==> config.mk <==
export PLATFORM = sky130hd
export DESIGN_NAME = uart_alu_bridge
export DESIGN_NICKNAME = d
export VERILOG_FILES = /design/src/rtl/uart_alu_bridge.sv
export SDC_FILE = /design/constraint.sdc
export NUM_CORES = 1
export LEC_CHECK = 0
export CAP_MARGIN = 10
export CORE_ASPECT_RATIO = 0.9
export CORE_UTILIZATION = 46
export CTS_BUF_LIST = sky130_fd_sc_hd__clkbuf_16
export CTS_CLUSTER_DIAMETER = 60
export CTS_CLUSTER_SIZE = 14
export DETAILED_ROUTE_END_ITERATION = 12
export PLACE_DENSITY = 0.75
export SKIP_CTS_REPAIR_TIMING = 1
export SLEW_MARGIN = 20
export SYNTH_ARGS = -nofsm -noshare
export SYNTH_HDL_FRONTEND = slang
export SYNTH_SLANG_ARGS = --single-unit
==> constraint.sdc <==
create_clock -name i_clk -period 2 [get_ports i_clk]
set_clock_uncertainty 0.05 [all_clocks]
set_input_delay 0.6 -clock i_clk [delete_from_list [all_inputs] [get_ports i_clk]]
set_output_delay 0.6 -clock i_clk [all_outputs]
set_load 0.01 [all_outputs]
==> src/rtl/uart_alu_bridge.sv <==
// uart_alu_bridge: frames UART bytes into ALU operands and an opcode, and sends
// back a status byte followed, on success, by the result bytes.
//   Frame in : A (NB_BYTES, MSB first), opcode byte, B (NB_BYTES, MSB first)
//   Reply    : 0x00 + result bytes (MSB first) | 0xE1 bad opcode | 0xE2 timeout
// Ports:
//   i_clk, i_rst        clock, synchronous active-high reset
//   i_rx_data/i_rx_done received byte and its done level (rising edge = byte)
//   i_tx_done           TX done level (rising edge = byte sent)
//   i_alu_result        combinational result from the external ALU
//   o_alu_a/b/op        registered operands and translated opcode
//   o_tx_data/start     byte to transmit and its one-cycle request
//   o_busy              high unless idle waiting for the first A byte
//   o_rx_drop           pulse when a received byte is discarded
module uart_alu_bridge #(
  parameter int unsigned NB_DATA  = 8,
  parameter int unsigned NB_BYTES = 2,
  parameter int unsigned NB_OPE   = 6,
  parameter int unsigned TIMEOUT  = 1_000_000
) (
  input  logic                        i_clk,
  input  logic                        i_rst,
  input  logic [NB_DATA-1:0]          i_rx_data,
  input  logic                        i_rx_done,
  input  logic                        i_tx_done,
  input  logic [NB_DATA*NB_BYTES-1:0] i_alu_result,
  output logic [NB_DATA*NB_BYTES-1:0] o_alu_a,
  output logic [NB_DATA*NB_BYTES-1:0] o_alu_b,
  output logic [NB_OPE-1:0]           o_alu_op,
  output logic [NB_DATA-1:0]          o_tx_data,
  output logic                        o_tx_start,
  output logic                        o_busy,
  output logic                        o_rx_drop
);

  localparam int unsigned NB_WORD = NB_DATA * NB_BYTES;
  localparam int unsigned NB_CNT  = $clog2(2 * NB_BYTES + 2);
  localparam int unsigned NB_TMO  = $clog2(TIMEOUT);

  localparam logic [NB_CNT-1:0] CNT_A_LAST = NB_CNT'(NB_BYTES - 1);
  localparam logic [NB_CNT-1:0] CNT_B_LAST = NB_CNT'(2 * NB_BYTES);
  localparam logic [NB_CNT-1:0] CNT_RES    = NB_CNT'(NB_BYTES);
  localparam logic [NB_TMO-1:0] TMO_LAST   = NB_TMO'(TIMEOUT - 1);

  localparam logic [NB_DATA-1:0] ST_OK  = NB_DATA'(8'h00);
  localparam logic [NB_DATA-1:0] ST_INV = NB_DATA'(8'hE1);
  localparam logic [NB_DATA-1:0] ST_TMO = NB_DATA'(8'hE2);

  typedef enum logic [2:0] {
    S_RX_A,
    S_RX_OP,
    S_RX_B,
    S_EXEC,
    S_TX_LOAD,
    S_TX_WAIT
  } state_t;

  state_t              state_q, state_d;
  logic [NB_CNT-1:0]   cnt_q, cnt_d;
  logic [NB_TMO-1:0]   tmo_q, tmo_d;
  logic [NB_WORD-1:0]  a_q, a_d;
  logic [NB_WORD-1:0]  b_q, b_d;
  logic [NB_WORD-1:0]  res_q, res_d;
  logic [NB_OPE-1:0]   op_q, op_d;
  logic                inv_q, inv_d;
  logic                send_q, send_d;
  logic [NB_DATA-1:0]  tx_data_q, tx_data_d;
  logic                tx_start_q, tx_start_d;
  logic                busy_q, busy_d;
  logic                rx_drop_q, rx_drop_d;
  logic                rx_done_q;
  logic                tx_done_q;
  logic                rx_arm_q;
  logic                rx_edge_c;
  logic                tx_edge_c;
  logic                in_rx_c;

  // rx_arm_q masks the first cycle after reset so a level already high is not a byte
  assign rx_edge_c = i_rx_done & ~rx_done_q & rx_arm_q;
  assign tx_edge_c = i_tx_done & ~tx_done_q;
  assign in_rx_c   = (state_q == S_RX_A) || (state_q == S_RX_OP) || (state_q == S_RX_B);

  // State and datapath registers
  always_ff @(posedge i_clk) begin
    if (i_rst) begin
      state_q    <= S_RX_A;
      cnt_q      <= '0;
      tmo_q      <= '0;
      a_q        <= '0;
      b_q        <= '0;
      res_q      <= '0;
      op_q       <= '0;
      inv_q      <= 1'b0;
      send_q     <= 1'b0;
      tx_data_q  <= '0;
      tx_start_q <= 1'b0;
      busy_q     <= 1'b0;
      rx_drop_q  <= 1'b0;
      rx_done_q  <= 1'b0;
      tx_done_q  <= 1'b0;
      rx_arm_q   <= 1'b0;
    end else begin
      state_q    <= state_d;
      cnt_q      <= cnt_d;
      tmo_q      <= tmo_d;
      a_q        <= a_d;
      b_q        <= b_d;
      res_q      <= res_d;
      op_q       <= op_d;
      inv_q      <= inv_d;
      send_q     <= send_d;
      tx_data_q  <= tx_data_d;
      tx_start_q <= tx_start_d;
      busy_q     <= busy_d;
      rx_drop_q  <= rx_drop_d;
      rx_done_q  <= i_rx_done;
      tx_done_q  <= i_tx_done;
      rx_arm_q   <= 1'b1;
    end
  end

  // Next-state and output logic; cnt_q counts frame bytes on RX and result bytes on TX
  always_comb begin
    state_d    = state_q;
    cnt_d      = cnt_q;
    tmo_d      = '0;
    a_d        = a_q;
    b_d        = b_q;
    res_d      = res_q;
    op_d       = op_q;
    inv_d      = inv_q;
    send_d     = send_q;
    tx_data_d  = tx_data_q;
    tx_start_d = 1'b0;
    rx_drop_d  = 1'b0;

    case (state_q)
      S_RX_A: begin
        if (rx_edge_c) begin
          a_d   = (a_q << NB_DATA) | NB_WORD'(i_rx_data);
          cnt_d = cnt_q + NB_CNT'(1);
          if (cnt_q == CNT_A_LAST) state_d = S_RX_OP;
        end
      end
      S_RX_OP: begin
        if (rx_edge_c) begin
          inv_d = 1'b0;
          case (i_rx_data)
            NB_DATA'(8'h2B): op_d = NB_OPE'(6'b100000);
            NB_DATA'(8'h2D): op_d = NB_OPE'(6'b100010);
            NB_DATA'(8'h26): op_d = NB_OPE'(6'b100100);
            NB_DATA'(8'h7C): op_d = NB_OPE'(6'b100101);
            NB_DATA'(8'h5E): op_d = NB_OPE'(6'b100110);
            default: begin
              op_d  = '0;
              inv_d = 1'b1;
            end
          endcase
          cnt_d   = cnt_q + NB_CNT'(1);
          state_d = S_RX_B;
        end
      end
      S_RX_B: begin
        if (rx_edge_c) begin
          b_d   = (b_q << NB_DATA) | NB_WORD'(i_rx_data);
          cnt_d = cnt_q + NB_CNT'(1);
          if (cnt_q == CNT_B_LAST) state_d = S_EXEC;
        end
      end
      S_EXEC: begin
        res_d      = i_alu_result;
        send_d     = ~inv_q;
        cnt_d      = '0;
        tx_data_d  = inv_q ? ST_INV : ST_OK;
        tx_start_d = 1'b1;
        state_d    = S_TX_LOAD;
      end
      S_TX_LOAD: begin
        state_d = S_TX_WAIT;
      end
      S_TX_WAIT: begin
        if (tx_edge_c) begin
          if (send_q && (cnt_q < CNT_RES)) begin
            // Result is shifted out MSB first from the top of res_q
            tx_data_d  = res_q[NB_WORD-1 -: NB_DATA];
            res_d      = res_q << NB_DATA;
            cnt_d      = cnt_q + NB_CNT'(1);
            tx_start_d = 1'b1;
            state_d    = S_TX_LOAD;
          end else begin
            cnt_d   = '0;
            state_d = S_RX_A;
          end
        end
      end
      default: begin
        state_d = S_RX_A;
        cnt_d   = '0;
      end
    endcase

    // Inter-byte timeout on a partial frame; an arriving byte takes priority
    if (in_rx_c && (cnt_q != '0) && !rx_edge_c) begin
      if (tmo_q == TMO_LAST) begin
        state_d    = S_TX_LOAD;
        cnt_d      = '0;
        send_d     = 1'b0;
        inv_d      = 1'b0;
        tx_data_d  = ST_TMO;
        tx_start_d = 1'b1;
      end else begin
        tmo_d = tmo_q + NB_TMO'(1);
      end
    end

    if (!in_rx_c && rx_edge_c) rx_drop_d = 1'b1;
  end

  assign busy_d = !((state_d == S_RX_A) && (cnt_d == '0));

  assign o_alu_a    = a_q;
  assign o_alu_b    = b_q;
  assign o_alu_op   = op_q;
  assign o_tx_data  = tx_data_q;
  assign o_tx_start = tx_start_q;
  assign o_busy     = busy_q;
  assign o_rx_drop  = rx_drop_q;

endmodule

; ---- After elaboration in Yosys (flattened, before gate mapping)
; Index checks and enable logic that the tools add are counted.
[classes]
magnitude_cmp = 1
addsub = 2
mux = 41
reduce_logical = 22
bitwise_logic = 9
n_eq_ne = 15
[op_table]
columns = operator, n
row1 = $mux W3, 14
row2 = $mux W8, 5
row3 = $mux W16, 2
row4 = $or A16 B8 Y16, 2
row5 = $pmux W16 S2, 1
row6 = $pmux W6 S5, 1
row7 = $eq A8 B6 Y1 const B, 3
row8 = $add A20 B1 Y20 const B, 1
row9 = $eq A20 B20 Y1 const B, 1
row10 = $pmux W3 S6, 1
row11 = $eq A8 B7 Y1 const B, 2
row12 = $pmux W8 S2, 1
row13 = $mux W1, 14
row14 = $eq A3 B3 Y1 const B, 3
row15 = $logic_not A3 Y1, 3
row16 = $pmux W3 S3, 1
row17 = $eq A3 B1 Y1 const B, 2
row18 = $eq A3 B2 Y1 const B, 2
row19 = $reduce_and A2 Y1, 3
row20 = $reduce_or A3 Y1, 2
row21 = $logic_and A1 B1 Y1, 5
row22 = $reduce_or A5 Y1, 1
row23 = $ne A2 B2 Y1 const B, 2
row24 = $not A1 Y1, 4
row25 = other kinds (9), 14
[totals]
regBits = 96
word_cells = 106
inputBits = 28
out_inout_bits = 49

; ---- Logic depth before layout (Yosys ltp)
; Gate-level depths: netlist (run 1).
[logic_depth]
word_depth = 10
mapped_depth = 8
ltp_nobuf = 7

; ---- Worst setup path after synthesis (run 1)
; Ideal clock, no wire load.
[synth_path]
path_type = register -> register
start = register tmo_q[0]
end = register cnt_q[2]
path_buffers = 1
stages_incl_launch_ff = 8
setup_time_ns = 0.116
period_less_slack_ns = 1.945
required_ns = 1.834
setup_slack_ns = 0.055
t_arrival_ns = 1.779
path_cell_list = dfxtp_1 -> ha_1 -> and4_4 -> nand2_2 -> or4_4 -> buf_6 -> and2_4 -> and3_1
[synth_via]
elab_chain_len = 3
[synth_lines]
columns = item, line
row1 = start: declaration, 59  ; logic [NB_TMO-1:0] tmo_q, tmo_d;
row2 = start signal: assignment, 104  ; tmo_q <= tmo_d;
row3 = $eq A20 B20 Y1, 203  ; if (tmo_q == TMO_LAST) begin
row4 = $mux W3, 203
row5 = $mux W3, 202  ; if (in_rx_c && (cnt_q != '0) && !rx_edge_c) begin
row6 = end signal: assignment, 103  ; cnt_q <= cnt_d;
row7 = end: declaration, 58  ; logic [NB_CNT-1:0] cnt_q, cnt_d;
; Every way passes these cells.
; A chain may end at the register's enable or synchronous reset.

; ---- Final worst setup path (run 1)
; Ends and elaborated chain as after synthesis.

==> results of run 1 <==
-- worst max-delay path: cells and delay by family (launching register included) --
family                     cells  cell delay, ns
adders and majority gates      1            0.21
DFF                            1            0.35
and+or+nand+nor                5            1.22
-- through the flow --
step | total power [mW] | instances | TNS [ns]
after global placement | 2.180 | 649 | -21.47
after global routing | 3.903 | 665 | 0
after detailed placement | 2.182 | 649 | -23.80
final | 3.743 | 665 | 0
after floorplan | 2.041 | 460 | 0
after CTS | 3.782 | 665 | -0.3999
-- path summary, 6_finish.rpt --
| check | startpoint | end | slack, ns | cells past startpoint |
|---|---|---|---|---|
| setup / recovery | tmo_q[0] | cnt_q[2] | 0.06 | 6 |
| hold / removal | tmo_q[0] | tmo_q[0] | 0.40 | 1 |
| setup reg to reg | tmo_q[0] | cnt_q[2] | 0.06 | 6 |
| hold reg to reg | tmo_q[0] | tmo_q[0] | 0.40 | 1 |
-- registers in the layout, indices dropped and copies added, names as in the netlist, 3 cells and up --
name / flops
o_alu_a: 16
o_tx_data: 8
tmo_q: 20
cnt_q: 3
state_q: 3
res_q: 16
o_alu_op: 4
o_alu_b: 16
-- power by group --
| part | internal (mW) | leakage (nW) | switching (mW) |
|---|---|---|---|
| combinational | 0.124 | 0.990 | 0.116 |
| sequential | 1.89 | 0.759 | 0.0148 |
| clock | 0.859 | 0.137 | 0.739 |
| total | 2.87 | 1.89 | 0.870 |
-- area by class of cell --
type                    count  area share
well taps                  99     0.02347
clock inverters             7     0.01114
repair buffers            116      0.2058
flip-flops and latches     94      0.3568
multi-input cells         332      0.3544
clock buffers               9     0.04267
inverters                   8    0.005690
-- cells in the final DEF (no fill, tap or decap), types with 4 or more instances in the layout --
| master | n |
|---|---|
| nor2b_1 | 5 |
| a21oi_1 | 40 |
| buf_4 | 40 |
| a22oi_1 | 15 |
| a311oi_1 | 8 |
| dlymetal6s2s_1 | 4 |
| nand2b_1 | 4 |
| nand4_1 | 8 |
| and3_1 | 5 |
| nor2_1 | 58 |
| nand3_1 | 6 |
| clkdlybuf4s50_1 | 69 |
| xor2_1 | 5 |
| o21ai_0 | 6 |
| nand2_1 | 94 |
| nor3_1 | 5 |
| dfxtp_1 | 93 |
| inv_1 | 9 |
| clkbuf_16 | 9 |
| xnor2_1 | 14 |
| a31oi_1 | 5 |
| nor4_1 | 4 |
-- metal layers --
layer | vias up | wire length (um) | GRT usage
li1 | 1794 | - | -
met1 | 1659 | 4352 | 0.3000
met2 | 110 | 4434 | 0.3803
met3 | 6 | 509 | 0.04848
met4 | 0 | 58 | 0.04613
met5 | - | 0 | 0
-- cell families after synthesis --
kind of cell,after synthesis
and+or+nand+nor,219
DFF,94
AOI/OAI and AO/OA,87
buffers and inverters,34
xor gates and xnor gates,19
adders and majority gates,4
other,1
muxes,1
==> flow_summary.ini, run 1 <==
[synth]
netlist_instances = 459
synth_ff_type = dfxtp_1
synth.avg_cell_area_um2 = 8.412
synth-simple-area-share = 0.2696
yosys.area_share.adder = 0.01296
yosys.area.top_type = dfxtp_1
synth.distinct_cells = 54
synth_edf_count = 0
yosysTopAreaCellShare = 0.4874
ys_seq_elements = 94
synth_mux_area_frac = 0.002592
ys_top_cells_by_count = nand2_1, dfxtp_1, nor2_1, a21oi_1, clkbuf_1
synth_area_mm2 = 0.003861
synth_top_family_by_area = simple AND/OR/NAND/NOR gates
synth_xor_area_frac = 0.04310
yosys-top-cells-area = dfxtp_1, nand2_1, nor2_1, a21oi_1, xnor2_1
ys_seq_area_frac = 0.4874
synth-compound-area-share = 0.1445
yosys_warnings = 0
synth.most_common_cell = nand2_1
synthArstFlopShare = 0

[run_status]
outcome = completed

[placed_design]
dpl_cell_area_mm2 = 0.004945
dpl_worst_slack_ns = -0.4272
gp_congestion = 0.8500
portBuffers = 74
dp_hpwl_um = 6715

[drt]
drt_wl_total_um = 9354
dr.pass1.iters = 4
drtIter0Drc = 204
drc = 0
viasPerCell = 5.367
wl_per_cell_um = 14.07
postRouteAntennaNets = 0
num_vias = 3569

[global_route]
grt_pass1_vias = 3248
overflow = 0
grt_pass1_wl_um = 15640
grt_max_degree = 60
antenna_found_initial = 0
grt_use_total = 0.2246

[critical_path]
end_kind = flop
path_max_fanout = 6
arrival_ns = 2.11
setup.worst_path.class = reg2reg
critPathMaxStageDelay_ns = 0.56
cp.required_ns = 2.18
critPathLaunchType = flop
critical_path.cell_chain = ha_2 > and4_4 > nand2_2 > or4_4 > and2_4 > and3_1
cp_slowest_cell = or4_4

[cts]
clk_latency_ns = 0.34
cts_root_buffer = clkbuf_16
clk_pin_slew_ns = 0.07
clockBufferDepth = 2
clock-sinks = 94
numCtsBuffers = 9
htree_num_levels = 3
cts_tree = yes

[power]
power_density_mw_per_mm2 = 709.3
p_leak_nw = 1.886
ir_drop_mv = 0.4788

[floorplanning]
placementRows = 31
start_util = 0.4763
dieArea_mm2 = 0.008765
die_h_um = 88.92
core_mm2 = 0.008107
die_w_um = 98.58
ios = 77

[finish]
multi_input_area_mm2 = 0.001871
n_antenna_cell = 0
fin_nets = 593
fin_util = 0.6510
layout-drive-gt1-share = 0.1325
fill_cells = 709
syn2layout_area_growth_pct = 36.68
seqCellArea_mm2 = 0.001883
final_area_mm2 = 0.005278

[timing]
fmax_mhz = 516.2
setup_violations = 0
slew_viol_final = 0
whs_ns = 0.3991
worst_slack_ns = 0.06281
hold_viol_final = 0
min_period_over_period = 0.9686
min_period_ns = 1.937
rsz0062_at_grt = no

[worst_hold_path]
worstHoldPathType = reg2reg

[job]
drv_cap = 0
(Power assumes the default switching activity.)
==> run 2: changes to the inputs <==
GPL_ROUTABILITY_DRIVEN = 0   (was not set)
==> run 2 against run 1 <==
- global-route usage about the same
- power up 1.9%
- wire length is 0.72% higher
- count of clock-buffer cells in the layout unchanged
- critical path type is now in2reg
- highest routed layer unchanged
==> flow_summary.ini, run 2 (synthesis results as in run 1) <==
[power]
power.share.sequential = 0.499
comb_power_share = 0.064
power_switching_mw = 0.9142
p_leak_nw = 1.903
clkPwrFrac = 0.437
switching_share = 0.2396
p_int_mw = 2.901
power_density_mw_per_mm2 = 721.4
ir_drop_mv = 0.4692

[global_route]
overflow = 0
grt_use_total = 0.2247
grt_pass1_vias = 3368
grt_max_degree = 60
antenna_found_initial = 0
grt_pass1_wl_um = 15600

[cts]
numCtsBuffers = 9
clk_pin_slew_ns = 0.07
clock-sinks = 94
htree_num_levels = 3
clk_latency_ns = 0.33
cts_tree = yes
clockBufferDepth = 2
cts_root_buffer = clkbuf_16

[critical_path]
path_max_fanout = 5
setup.worst_path.class = in2reg
end_kind = flop
critPathLaunchType = input pin
cp.required_ns = 2.16
arrival_ns = 2.14

[drt]
viasPerCell = 5.399
num_vias = 3585
drc = 0
postRouteAntennaNets = 0
drt_wl_total_um = 9421
wl_per_cell_um = 14.19
drtIter0Drc = 195
dr.pass1.iters = 5

[timing]
setup_violations = 0
setup_tns_ns = 0
min_period_ns = 1.982
worst_slack_ns = 0.01766
hold_viol_final = 0
rsz0062_at_grt = no
min_period_over_period = 0.9912
whs_ns = 0.3974
slew_viol_final = 0
fmax_mhz = 504.5

[placed_design]
dpl_worst_slack_ns = -0.4363
dpl_cell_area_mm2 = 0.004930
dp_hpwl_um = 6761
portBuffers = 74
dp.cells = 647

[run_status]
outcome = completed

[floorplanning]
ios = 77
dieArea_mm2 = 0.008765
placementRows = 31
core_mm2 = 0.008107
start_util = 0.4763
die_h_um = 88.92
die_w_um = 98.58

[job]
drv_cap = 0

[finish]
fin_nets = 592
regMostFlops = tmo_q
n_antenna_cell = 0
final_cell_mix = nand2_1, dfxtp_1, clkdlybuf4s50_1, nor2_1, a21oi_1
final_common_cell = nand2_1
layout-drive-gt1-share = 0.1310
final_cells = 664
largest_reg_flops = 20
syn2layout_area_growth_pct = 36.97
final_area_mm2 = 0.005289

[worst_hold_path]
worstHoldPathType = reg2reg
## run 2: cell count changes in the layout (fill, tap and decap cells not counted)
cell,previous run,this run
and3_1,5,6
and3_2,2,1
buf_4,40,39
clkdlybuf4s50_1,69,68
clkinv_4,2,3
clkinv_8,0,1
clkinvlp_4,2,0
dlymetal6s2s_1,4,5
inv_1,9,8
inv_8,2,3
o21ai_0,6,5
o21ai_1,1,2
## run 2: area by class of cell
class	instances	area, um2
repair buffers	115	1081
clock buffers	9	225.2
well taps	99	123.9
flip-flops and latches	94	1883
clock inverters	7	76.32
inverters	8	30.03
multi-input cells	332	1869
fillers	676	2818
## run 2: layer usage
metal / part of all wire / vias up / wire length, um / GRT usage
met5: 0 / - / 0 / 0
met4: 0.013 / 0 / 127 / 0.09362
met3: 0.046 / 20 / 429 / 0.04457
met2: 0.48 / 99 / 4530 / 0.3931
met1: 0.46 / 1679 / 4333 / 0.2761
li1: - / 1787 / - / -
## run 2: through the flow
| step | util | power (mW) |
|---|---|---|
| after CTS | 0.6453 | 3.848 |
| after global placement | 0.6081 | 2.179 |
| final | 0.6524 | 3.815 |
| after detailed placement | 0.6081 | 2.184 |
| after global routing | 0.6524 | 3.954 |
| after floorplan | - | 2.041 |
## run 2: worst paths after layout
check,startpoint,to,slack [ns],cells after the start
worst max-delay path,i_tx_done,o_busy,0.02,7
worst min-delay path,tmo_q[0],tmo_q[0],0.40,1
worst max register to register,cnt_q[0],cnt_q[2],0.08,7
worst min register to register,tmo_q[0],tmo_q[0],0.40,1
## run 2: power by group through the flow
stage | combinational [mW] | sequential (mW) | clock, mW
after floorplan | 0.0923 | 1.95 | 0
after global placement | 0.234 | 1.95 | 0
after detailed placement | 0.238 | 1.95 | 0
after CTS | 0.240 | 1.90 | 1.71
after global routing | 0.264 | 1.91 | 1.78
final | 0.244 | 1.90 | 1.67
## run 2: critical path: stages
cell,delay [ns]
clkdlybuf4s50_1,0.43
nor2b_2,0.18
buf_4,0.14
a32oi_1,0.26
a21oi_1,0.14
o211ai_1,0.24
a41oi_2,0.14
